--- src/rtl/mem_port_pkg.sv ---
// mem_port_pkg
//   Shared types and constants for the RV32I single-port memory front end.
//   - mem_state_t : arbiter/bus FSM states
//   - DEF_ADDR_W / DEF_DATA_W : default byte-address and word widths
//   - BE_ALL : full-word byte-enable pattern for the default word width
package mem_port_pkg;

  typedef enum logic [1:0] {
    IDLE   = 2'd0,
    BUS_I  = 2'd1,
    BUS_D  = 2'd2,
    RESP_D = 2'd3
  } mem_state_t;

  localparam int DEF_ADDR_W = 32;
  localparam int DEF_DATA_W = 32;

  localparam logic [DEF_DATA_W/8-1:0] BE_ALL = '1;

endpackage

--- src/rtl/mem_port_rv32i_fetch_buffer.sv ---
// fetch_buffer
//   One-entry instruction buffer: data word, address tag and valid bit.
//   hit is asserted combinationally while the stored tag equals lookup_addr.
// Ports:
//   clk         in  : clock, all updates on rising edge
//   clr         in  : synchronous clear (valid, tag and data to 0)
//   wr          in  : write enable, loads wr_tag/wr_data and sets valid
//   wr_tag      in  : address the stored word belongs to
//   wr_data     in  : fetched word
//   lookup_addr in  : current PC to compare against the tag
//   rd_data     out : stored word
//   hit         out : valid && tag == lookup_addr
module fetch_buffer #(
  parameter int ADDR_W = 32,
  parameter int DATA_W = 32
) (
  input  logic              clk,
  input  logic              clr,
  input  logic              wr,
  input  logic [ADDR_W-1:0] wr_tag,
  input  logic [DATA_W-1:0] wr_data,
  input  logic [ADDR_W-1:0] lookup_addr,
  output logic [DATA_W-1:0] rd_data,
  output logic              hit
);

  logic              r_valid;
  logic [ADDR_W-1:0] r_tag;
  logic [DATA_W-1:0] r_data;

  always_ff @(posedge clk) begin
    if (clr) begin
      r_valid <= 1'b0;
      r_tag   <= '0;
      r_data  <= '0;
    end else if (wr) begin
      r_valid <= 1'b1;
      r_tag   <= wr_tag;
      r_data  <= wr_data;
    end
  end

  assign rd_data = r_data;
  assign hit     = r_valid && (r_tag == lookup_addr);

endmodule

--- src/rtl/mem_port_rv32i.sv ---
// mem_port_rv32i
//   Arbitrates instruction fetch and memory-stage loads/stores onto one
//   variable-latency memory bus. Data requests win over fetch. Fetched words
//   land in a one-entry tagged buffer; instruction_ready is a tag hit.
// Ports:
//   clk, rst                 : clock, synchronous active-high reset
//   fetch_addr               : current PC
//   instruction, instruction_ready : buffered word and its hit flag
//   mem_transaction, data_we, data_addr, data_be, data_wdata : data request
//   read_data, data_ready    : load result and one-cycle completion pulse
//   mem_req, mem_we, mem_addr, mem_be, mem_wdata : registered bus request
//   mem_ack, mem_rdata       : bus completion and read data
module mem_port_rv32i
  import mem_port_pkg::*;
#(
  parameter int ADDR_W = DEF_ADDR_W,
  parameter int DATA_W = DEF_DATA_W
) (
  input  logic                clk,
  input  logic                rst,
  input  logic [ADDR_W-1:0]   fetch_addr,
  output logic [DATA_W-1:0]   instruction,
  output logic                instruction_ready,
  input  logic                mem_transaction,
  input  logic                data_we,
  input  logic [ADDR_W-1:0]   data_addr,
  input  logic [DATA_W/8-1:0] data_be,
  input  logic [DATA_W-1:0]   data_wdata,
  output logic [DATA_W-1:0]   read_data,
  output logic                data_ready,
  output logic                mem_req,
  output logic                mem_we,
  output logic [ADDR_W-1:0]   mem_addr,
  output logic [DATA_W/8-1:0] mem_be,
  output logic [DATA_W-1:0]   mem_wdata,
  input  logic                mem_ack,
  input  logic [DATA_W-1:0]   mem_rdata
);

  mem_state_t          r_state;
  logic                r_mem_req;
  logic                r_mem_we;
  logic [ADDR_W-1:0]   r_mem_addr;
  logic [DATA_W/8-1:0] r_mem_be;
  logic [DATA_W-1:0]   r_mem_wdata;
  logic [DATA_W-1:0]   r_read_data;
  logic                r_data_ready;

  logic                w_buf_wr;
  logic                w_buf_hit;
  logic [DATA_W-1:0]   w_buf_data;

  // The fetch completes even if the PC moved meanwhile; the buffer is tagged
  // with the issued address so a stale word simply never hits.
  assign w_buf_wr = (r_state == BUS_I) && mem_ack;

  fetch_buffer #(
    .ADDR_W (ADDR_W),
    .DATA_W (DATA_W)
  ) u_fetch_buffer (
    .clk         (clk),
    .clr         (rst),
    .wr          (w_buf_wr),
    .wr_tag      (r_mem_addr),
    .wr_data     (mem_rdata),
    .lookup_addr (fetch_addr),
    .rd_data     (w_buf_data),
    .hit         (w_buf_hit)
  );

  always_ff @(posedge clk) begin
    if (rst) begin
      r_state      <= IDLE;
      r_mem_req    <= 1'b0;
      r_mem_we     <= 1'b0;
      r_mem_addr   <= '0;
      r_mem_be     <= '0;
      r_mem_wdata  <= '0;
      r_read_data  <= '0;
      r_data_ready <= 1'b0;
    end else begin
      r_data_ready <= 1'b0;
      case (r_state)
        IDLE: begin
          // Data is the older instruction, so it takes the bus first.
          if (mem_transaction) begin
            r_mem_req   <= 1'b1;
            r_mem_we    <= data_we;
            r_mem_addr  <= data_addr;
            r_mem_be    <= data_we ? data_be : '1;
            r_mem_wdata <= data_wdata;
            r_state     <= BUS_D;
          end else if (!w_buf_hit) begin
            r_mem_req   <= 1'b1;
            r_mem_we    <= 1'b0;
            r_mem_addr  <= fetch_addr;
            r_mem_be    <= '1;
            r_mem_wdata <= '0;
            r_state     <= BUS_I;
          end
        end
        BUS_I: begin
          if (mem_ack) begin
            r_mem_req <= 1'b0;
            r_state   <= IDLE;
          end
        end
        BUS_D: begin
          if (mem_ack) begin
            r_mem_req    <= 1'b0;
            r_read_data  <= mem_rdata;
            r_data_ready <= 1'b1;
            r_state      <= RESP_D;
          end
        end
        RESP_D: begin
          // No arbitration here: the memory stage still shows the finished
          // operation until the hazard unit advances it on data_ready.
          r_state <= IDLE;
        end
        default: r_state <= IDLE;
      endcase
    end
  end

  assign instruction       = w_buf_data;
  assign instruction_ready = w_buf_hit;
  assign read_data         = r_read_data;
  assign data_ready        = r_data_ready;
  assign mem_req           = r_mem_req;
  assign mem_we            = r_mem_we;
  assign mem_addr          = r_mem_addr;
  assign mem_be            = r_mem_be;
  assign mem_wdata         = r_mem_wdata;

endmodule

--- config.mk ---
export PLATFORM = sky130hd
export DESIGN_NAME = mem_port_rv32i
export DESIGN_NICKNAME = d
export VERILOG_FILES = /design/src/rtl/mem_port_pkg.sv /design/src/rtl/mem_port_rv32i_fetch_buffer.sv /design/src/rtl/mem_port_rv32i.sv
export SDC_FILE = /design/constraint.sdc
export NUM_CORES = 1
export LEC_CHECK = 0
export BUFFER_PORTS_ARGS = -buffer_cell sky130_fd_sc_hd__buf_4
export CELL_PAD_IN_SITES_DETAIL_PLACEMENT = 0
export CELL_PAD_IN_SITES_GLOBAL_PLACEMENT = 1
export CORE_ASPECT_RATIO = 1.25
export CORE_UTILIZATION = 30
export CTS_BUF_LIST = sky130_fd_sc_hd__clkbuf_4 sky130_fd_sc_hd__clkbuf_8 sky130_fd_sc_hd__clkbuf_16
export DETAILED_ROUTE_END_ITERATION = 10
export PLACE_DENSITY = 0.78
export SLEW_MARGIN = 25
export SYNTH_ARGS = -nofsm -noshare
export SYNTH_HDL_FRONTEND = slang
export SYNTH_SLANG_ARGS = --single-unit
--- constraint.sdc ---
create_clock -name clk -period 3.33 [get_ports clk]
set_input_delay 0.4995 -clock clk [delete_from_list [all_inputs] [get_ports clk]]
set_output_delay 0.4995 -clock clk [all_outputs]
set_load 0.03 [all_outputs]
# Word level (Yosys, flattened, before mapping)
# Cells that the tools add are included.
# W data, S select, Z words.
[classes]
n_eq_ne = 9
muxes = 19
bitwise = 1
reduce_logical = 10
[op_table]
columns = ["operator", "count"]
rows = [
  ["$mux W32", 4],
  ["$eq A32 B32 Y1", 1],
  ["$mux W4", 3],
  ["$mux W2", 4],
  ["$pmux W2 S4", 1],
  ["$mux W1", 6],
  ["$ne A2 B2 Y1 const B", 3],
  ["$reduce_and A3 Y1", 2],
  ["$eq A2 B2 Y1 const B", 2],
  ["$reduce_and A2 Y1", 2],
  ["$reduce_or A2 Y1", 2],
  ["$ne A3 B3 Y1 const B", 1],
  ["$eq A2 B1 Y1 const B", 1],
  ["$logic_and A1 B1 Y1", 2],
  ["$logic_not A2 Y1", 1],
  ["$ne A2 B1 Y1 const B", 1],
  ["$pmux W1 S2", 1],
  ["$reduce_bool A2 Y1", 1],
  ["$not A1 Y1", 1],
]
[totals]
regBits = 170
in_bits = 137
out_inout_bits = 136
word_cells = 50

# Depth between registers and ports, before layout
[logic_depth]
ltp_word = 5
depth_mapped = 8
mapped_depth_nobuf = 7

# Cells and area by module
# A second synthesis with hierarchy kept.
[unflattened]
cells_unflattened = 728
hier_area_um2 = 6819.0
[by_module_without_submodules]
columns = ["module", "n_inst", "cells_per_inst", "area_per_inst_um2", "seq_area_each_um2"]
rows = [
  ["mem_port_rv32i", 1, 475, 4192.8, 2102.0],
  ["fetch_buffer", 1, 253, 2626.3, 1301.2],
]

# Worst setup path after synthesis
# No wires, ideal clock.
[synth_path]
path_type = "input to output"
startpoint = "in fetch_addr[12]"
endpoint = "out instruction_ready"
t_arrival_ps = 2232
t_required_ps = 2830
setup_slack_ps = 599
stages = 4
path_buffers = 0
cell_sequence = "nand2b_1 o2111ai_1 or4_4 nor4_1"
[synth_via]
elab_chain_len = 2
[synth_lines]
columns = ["element", "line", "source"]
rows = [
  ["start, declared", "mem_port_rv32i.sv:21", "input logic [ADDR_W-1:0] fetch_addr,"],
  ["$eq A32 B32 Y1", "mem_port_rv32i_fetch_buffer.sv:44", "assign hit = r_valid && (r_tag == lookup_addr);"],
  ["$logic_and A1 B1 Y1", "mem_port_rv32i_fetch_buffer.sv:44", ""],
  ["end, declared", "mem_port_rv32i.sv:23", "output logic instruction_ready,"],
]
# Every way passes these cells.

# Final worst setup path
[layout_path]
startpoint = "reg u_fetch_buffer.r_tag[24]"
endpoint = "out instruction_ready"
[layout_via]
elab_chain_len = 2
[layout_lines]
columns = ["element", "line", "source"]
rows = [
  ["start, declared", "mem_port_rv32i_fetch_buffer.sv:28", "logic [ADDR_W-1:0] r_tag;"],
  ["start signal, assigned", "mem_port_rv32i_fetch_buffer.sv:38", "r_tag <= wr_tag;"],
  ["$eq A32 B32 Y1", "mem_port_rv32i_fetch_buffer.sv:44", ""],
  ["$logic_and A1 B1 Y1", "mem_port_rv32i_fetch_buffer.sv:44", ""],
]
# Every way passes these cells.

==> insert_results.sql <==
INSERT INTO impl_metrics (metric_group, metric, value, unit) VALUES
('synthesis', 'synthMostInstantiatedCell', 'nand2_1', ''),
('pwr', 'switchingPower', '2870', 'uW'),
('floorplan', 'dieArea', '22800', 'um^2'),
('cts', 'hold_buffers', '0', ''),
('setup_path', 'required_worst_endpoint', '2830', 'ps'),
('cts', 'clkLatencyLatePin', '430', 'ps'),
('cts', 'cts_htree_levels', '4', ''),
('synthesis', 'async_flop_share', '0', '%'),
('timing', 'worst_slew_pin_slew', '811', 'ps'),
('setup_path', 'critical-path-max-stage-delay', '540', 'ps'),
('hold_path', 'hold_path_class', 'primary input to register', ''),
('synthesis', 'dominantRegCellSynth', 'dfxtp_1', ''),
('synthesis', 'ys_types', '37', ''),
('cts', 'cts_buf_count', '17', ''),
('synthesis', 'synth_edf_count', '0', ''),
('timing', 'setup_slack', '340', 'ps'),
('flow_run', 'cap_violations', '0', ''),
('timing', 'max_slew_margin', '45.9', '%'),
('cts', 'cts_tree', 'built', ''),
('pwr', 'max-vdd-ir-drop', '0.418', 'mV'),
('routing', 'wl_per_cell', '15.7', 'um'),
('final_layout', 'p_r_area_growth_vs_syn', '43.6', '%'),
('synthesis', 'synthTopCellsByCount', '196 x nand2_1, 170 x dfxtp_1, 98 x a21oi_1, 76 x nor2_1, 44 x clkbuf_1', ''),
('final_layout', 'multi_input_comb_area', '2980', 'um^2'),
('placed_design', 'io_buffers', '272', ''),
('cts', 'cts_setup_buffers', '0', ''),
('timing', 'slew_viol_final', '0', ''),
('cts', 'cts.sinks', '170', ''),
('timing', 'finalSetupViolations', '0', ''),
('final_layout', 'antenna_cells', '0', ''),
('final_layout', 'fillerInstances', '2194', ''),
('synthesis', 'dominant_combinational_cell_family_by_area_after_synthesis', 'simple AND/OR/NAND/NOR gates', ''),
('timing', 'finalHoldViolations', '0', ''),
('synthesis', 'synth-xor-area-share', '2.90', '%'),
('pwr', 'internal', '4600', 'uW'),
('outcome', 'outcome', 'finished, final reports clean', ''),
('pwr', 'power_density', '783', 'nW/um^2'),
('synthesis', 'synth-simple-area-share', '18.5', '%'),
('synthesis', 'synth-warning-count', '0', ''),
('pwr', 'share_seq_of_total_power', '35.6', '%'),
('routing', 'drt-pass1-iter-count', '4', ''),
('placed_design', 'dpl_worst_slack', '319', 'ps'),
('final_layout', 'seqCellArea', '3400', 'um^2'),
('synthesis', 'synthesis.instances', '777', ''),
('setup_path', 'worst-endpoint-arrival', '2490', 'ps'),
('synthesis', 'synth.area.top_cells', 'dfxtp_1 51%, nand2_1 11%, a21oi_1 7.4%', ''),
('placed_design', 'place.detailed.hpwl', '14500', 'um'),
('floorplan', 'num_rows', '60', ''),
('synthesis', 'muxShareOfSynthArea', '4.97', '%'),
('pwr', 'power.share.clock', '28.3', '%'),
('routing', 'finalWirelength', '20700', 'um'),
('final_layout', 'num-nets-final', '1163', ''),
('synthesis', 'synth_largest_type_area_fraction', '51.2', '%'),
('synthesis', 'syn_nets', '918', ''),
('pwr', 'power_switching_share', '38.4', '%'),
('synthesis', 'synth-seq-area-share', '51.2', '%'),
('setup_path', 'critPathKind', 'register to output pin', ''),
('global_routing', 'grtUsageTotal', '18.3', '%'),
('global_routing', 'antenna_violations_before_repair', '0', ''),
('global_routing', 'number_of_global_route_vias_before_repair', '6018', ''),
('routing', 'drc', '0', ''),
('global_routing', 'globalRoute.totalOverflow', '0', ''),
('cts', 'cts_max_path_buffers', '2', ''),
('cts', 'clk_transition_reported_paths', '70', 'ps'),
('routing', 'ant_nets', '0', ''),
('synthesis', 'synth.ff_latch_count', '170', ''),
('setup_path', 'cpMaxStageDelayCell', 'nor4_1', ''),
('cts', 'clk_root_buffer_cell', 'clkbuf_16', ''),
('placed_design', 'place_congestion', '0.787', ''),
('synthesis', 'avgSynthCellArea', '8.55', 'um^2'),
('timing', 'finalCritPeriodShare', '89.8', '%');
## registers in the layout, summed over array words and instances (netlist names), 2 cells and up
signal	cells
u_fetch_buffer.r_tag	32
r_state	2
read_data	32
mem_be	4
mem_wdata	32
u_fetch_buffer.rd_data	32
mem_addr	32
## area by class of cell
cell class	count	share of cell area [%]
sequential	170	35.7
multi-input combinational	541	31.2
timing repair buffer	284	22.6
clock buffer	18	4.60
tap	279	3.66
clock inverter	14	1.94
inverter	8	0.315
## power groups by stage
stage               sequential (uW)  combinational, uW  clock [uW]
CTS                            2660               2730        2170
finish                         2660               2700        2110
global route                   2710               2930        2260
detailed placement             2700               2730           0
global placement               2700               2710           0
floorplan                      3300               1130           0
## logic make-up (layout without fill, tap and decap cells)
logic type	count (synthesis)	after routing
AOI/OAI and AO/OA	178	178
xor gates and xnor gates	22	22
adders and majority gates	4	4
buffers and inverters	66	324
DFF	170	170
muxes	33	33
and+or+nand+nor	304	304
## cells in the final DEF, fill, tap and decap left out, types with 5 or more instances in the layout
master	synthesis	layout
a211oi_2	9	9
nor4_1	5	5
a22oi_1	32	32
inv_1	8	8
dfxtp_1	170	170
nand2_1	196	195
clkbuf_16	0	17
nand2b_1	6	6
mux2i_1	33	33
nor2_1	76	76
a21oi_1	98	98
nor3_1	5	5
buf_4	0	281
xor2_1	20	20
nor2b_1	5	5
a211oi_1	25	25
## worst paths after layout
kind                       startpoint                end  slack [ps]
max          u_fetch_buffer.r_tag[24]  instruction_ready         340
min reg2reg             read_data[17]      read_data[17]         460
max reg2reg  u_fetch_buffer.r_tag[24]       mem_addr[25]         680
min                     data_wdata[2]       mem_wdata[2]         300
## metrics by stage
step	area [um^2]	hold slack [ps]	util, %	total power [uW]	instances
2_1_floorplan	6650	434	-	4430	777
3_3_place_gp	8920	442	41.3	5410	1282
3_5_place_dp	8920	447	41.3	5430	1282
4_1_cts	9540	285	44.1	7570	1314
5_1_grt	9540	300	44.1	7890	1314
6_report	9540	304	44.1	7470	1314
## routing by layer
| layer | share of wire, % | vias up | global-route usage, % | wire length (um) |
|---|---|---|---|---|
| met2 | 49 | 201 | 30.7 | 10200 |
| met3 | 6.4 | 28 | 5.06 | 1320 |
| li1 | - | 3120 | - | - |
| met4 | 2.6 | 0 | 7.23 | 544 |
| met5 | 0 | - | 0 | 0 |
| met1 | 42 | 2854 | 22.1 | 8640 |
## critical path, delay by kind of cell, from the launching register on
family,cells,cell delay (ps)
DFF,1,320
and+or+nand+nor,3,1290
buffers and inverters,1,240
xor gates and xnor gates,1,220
No activity file was read; power rests on OpenSTA's default activity.
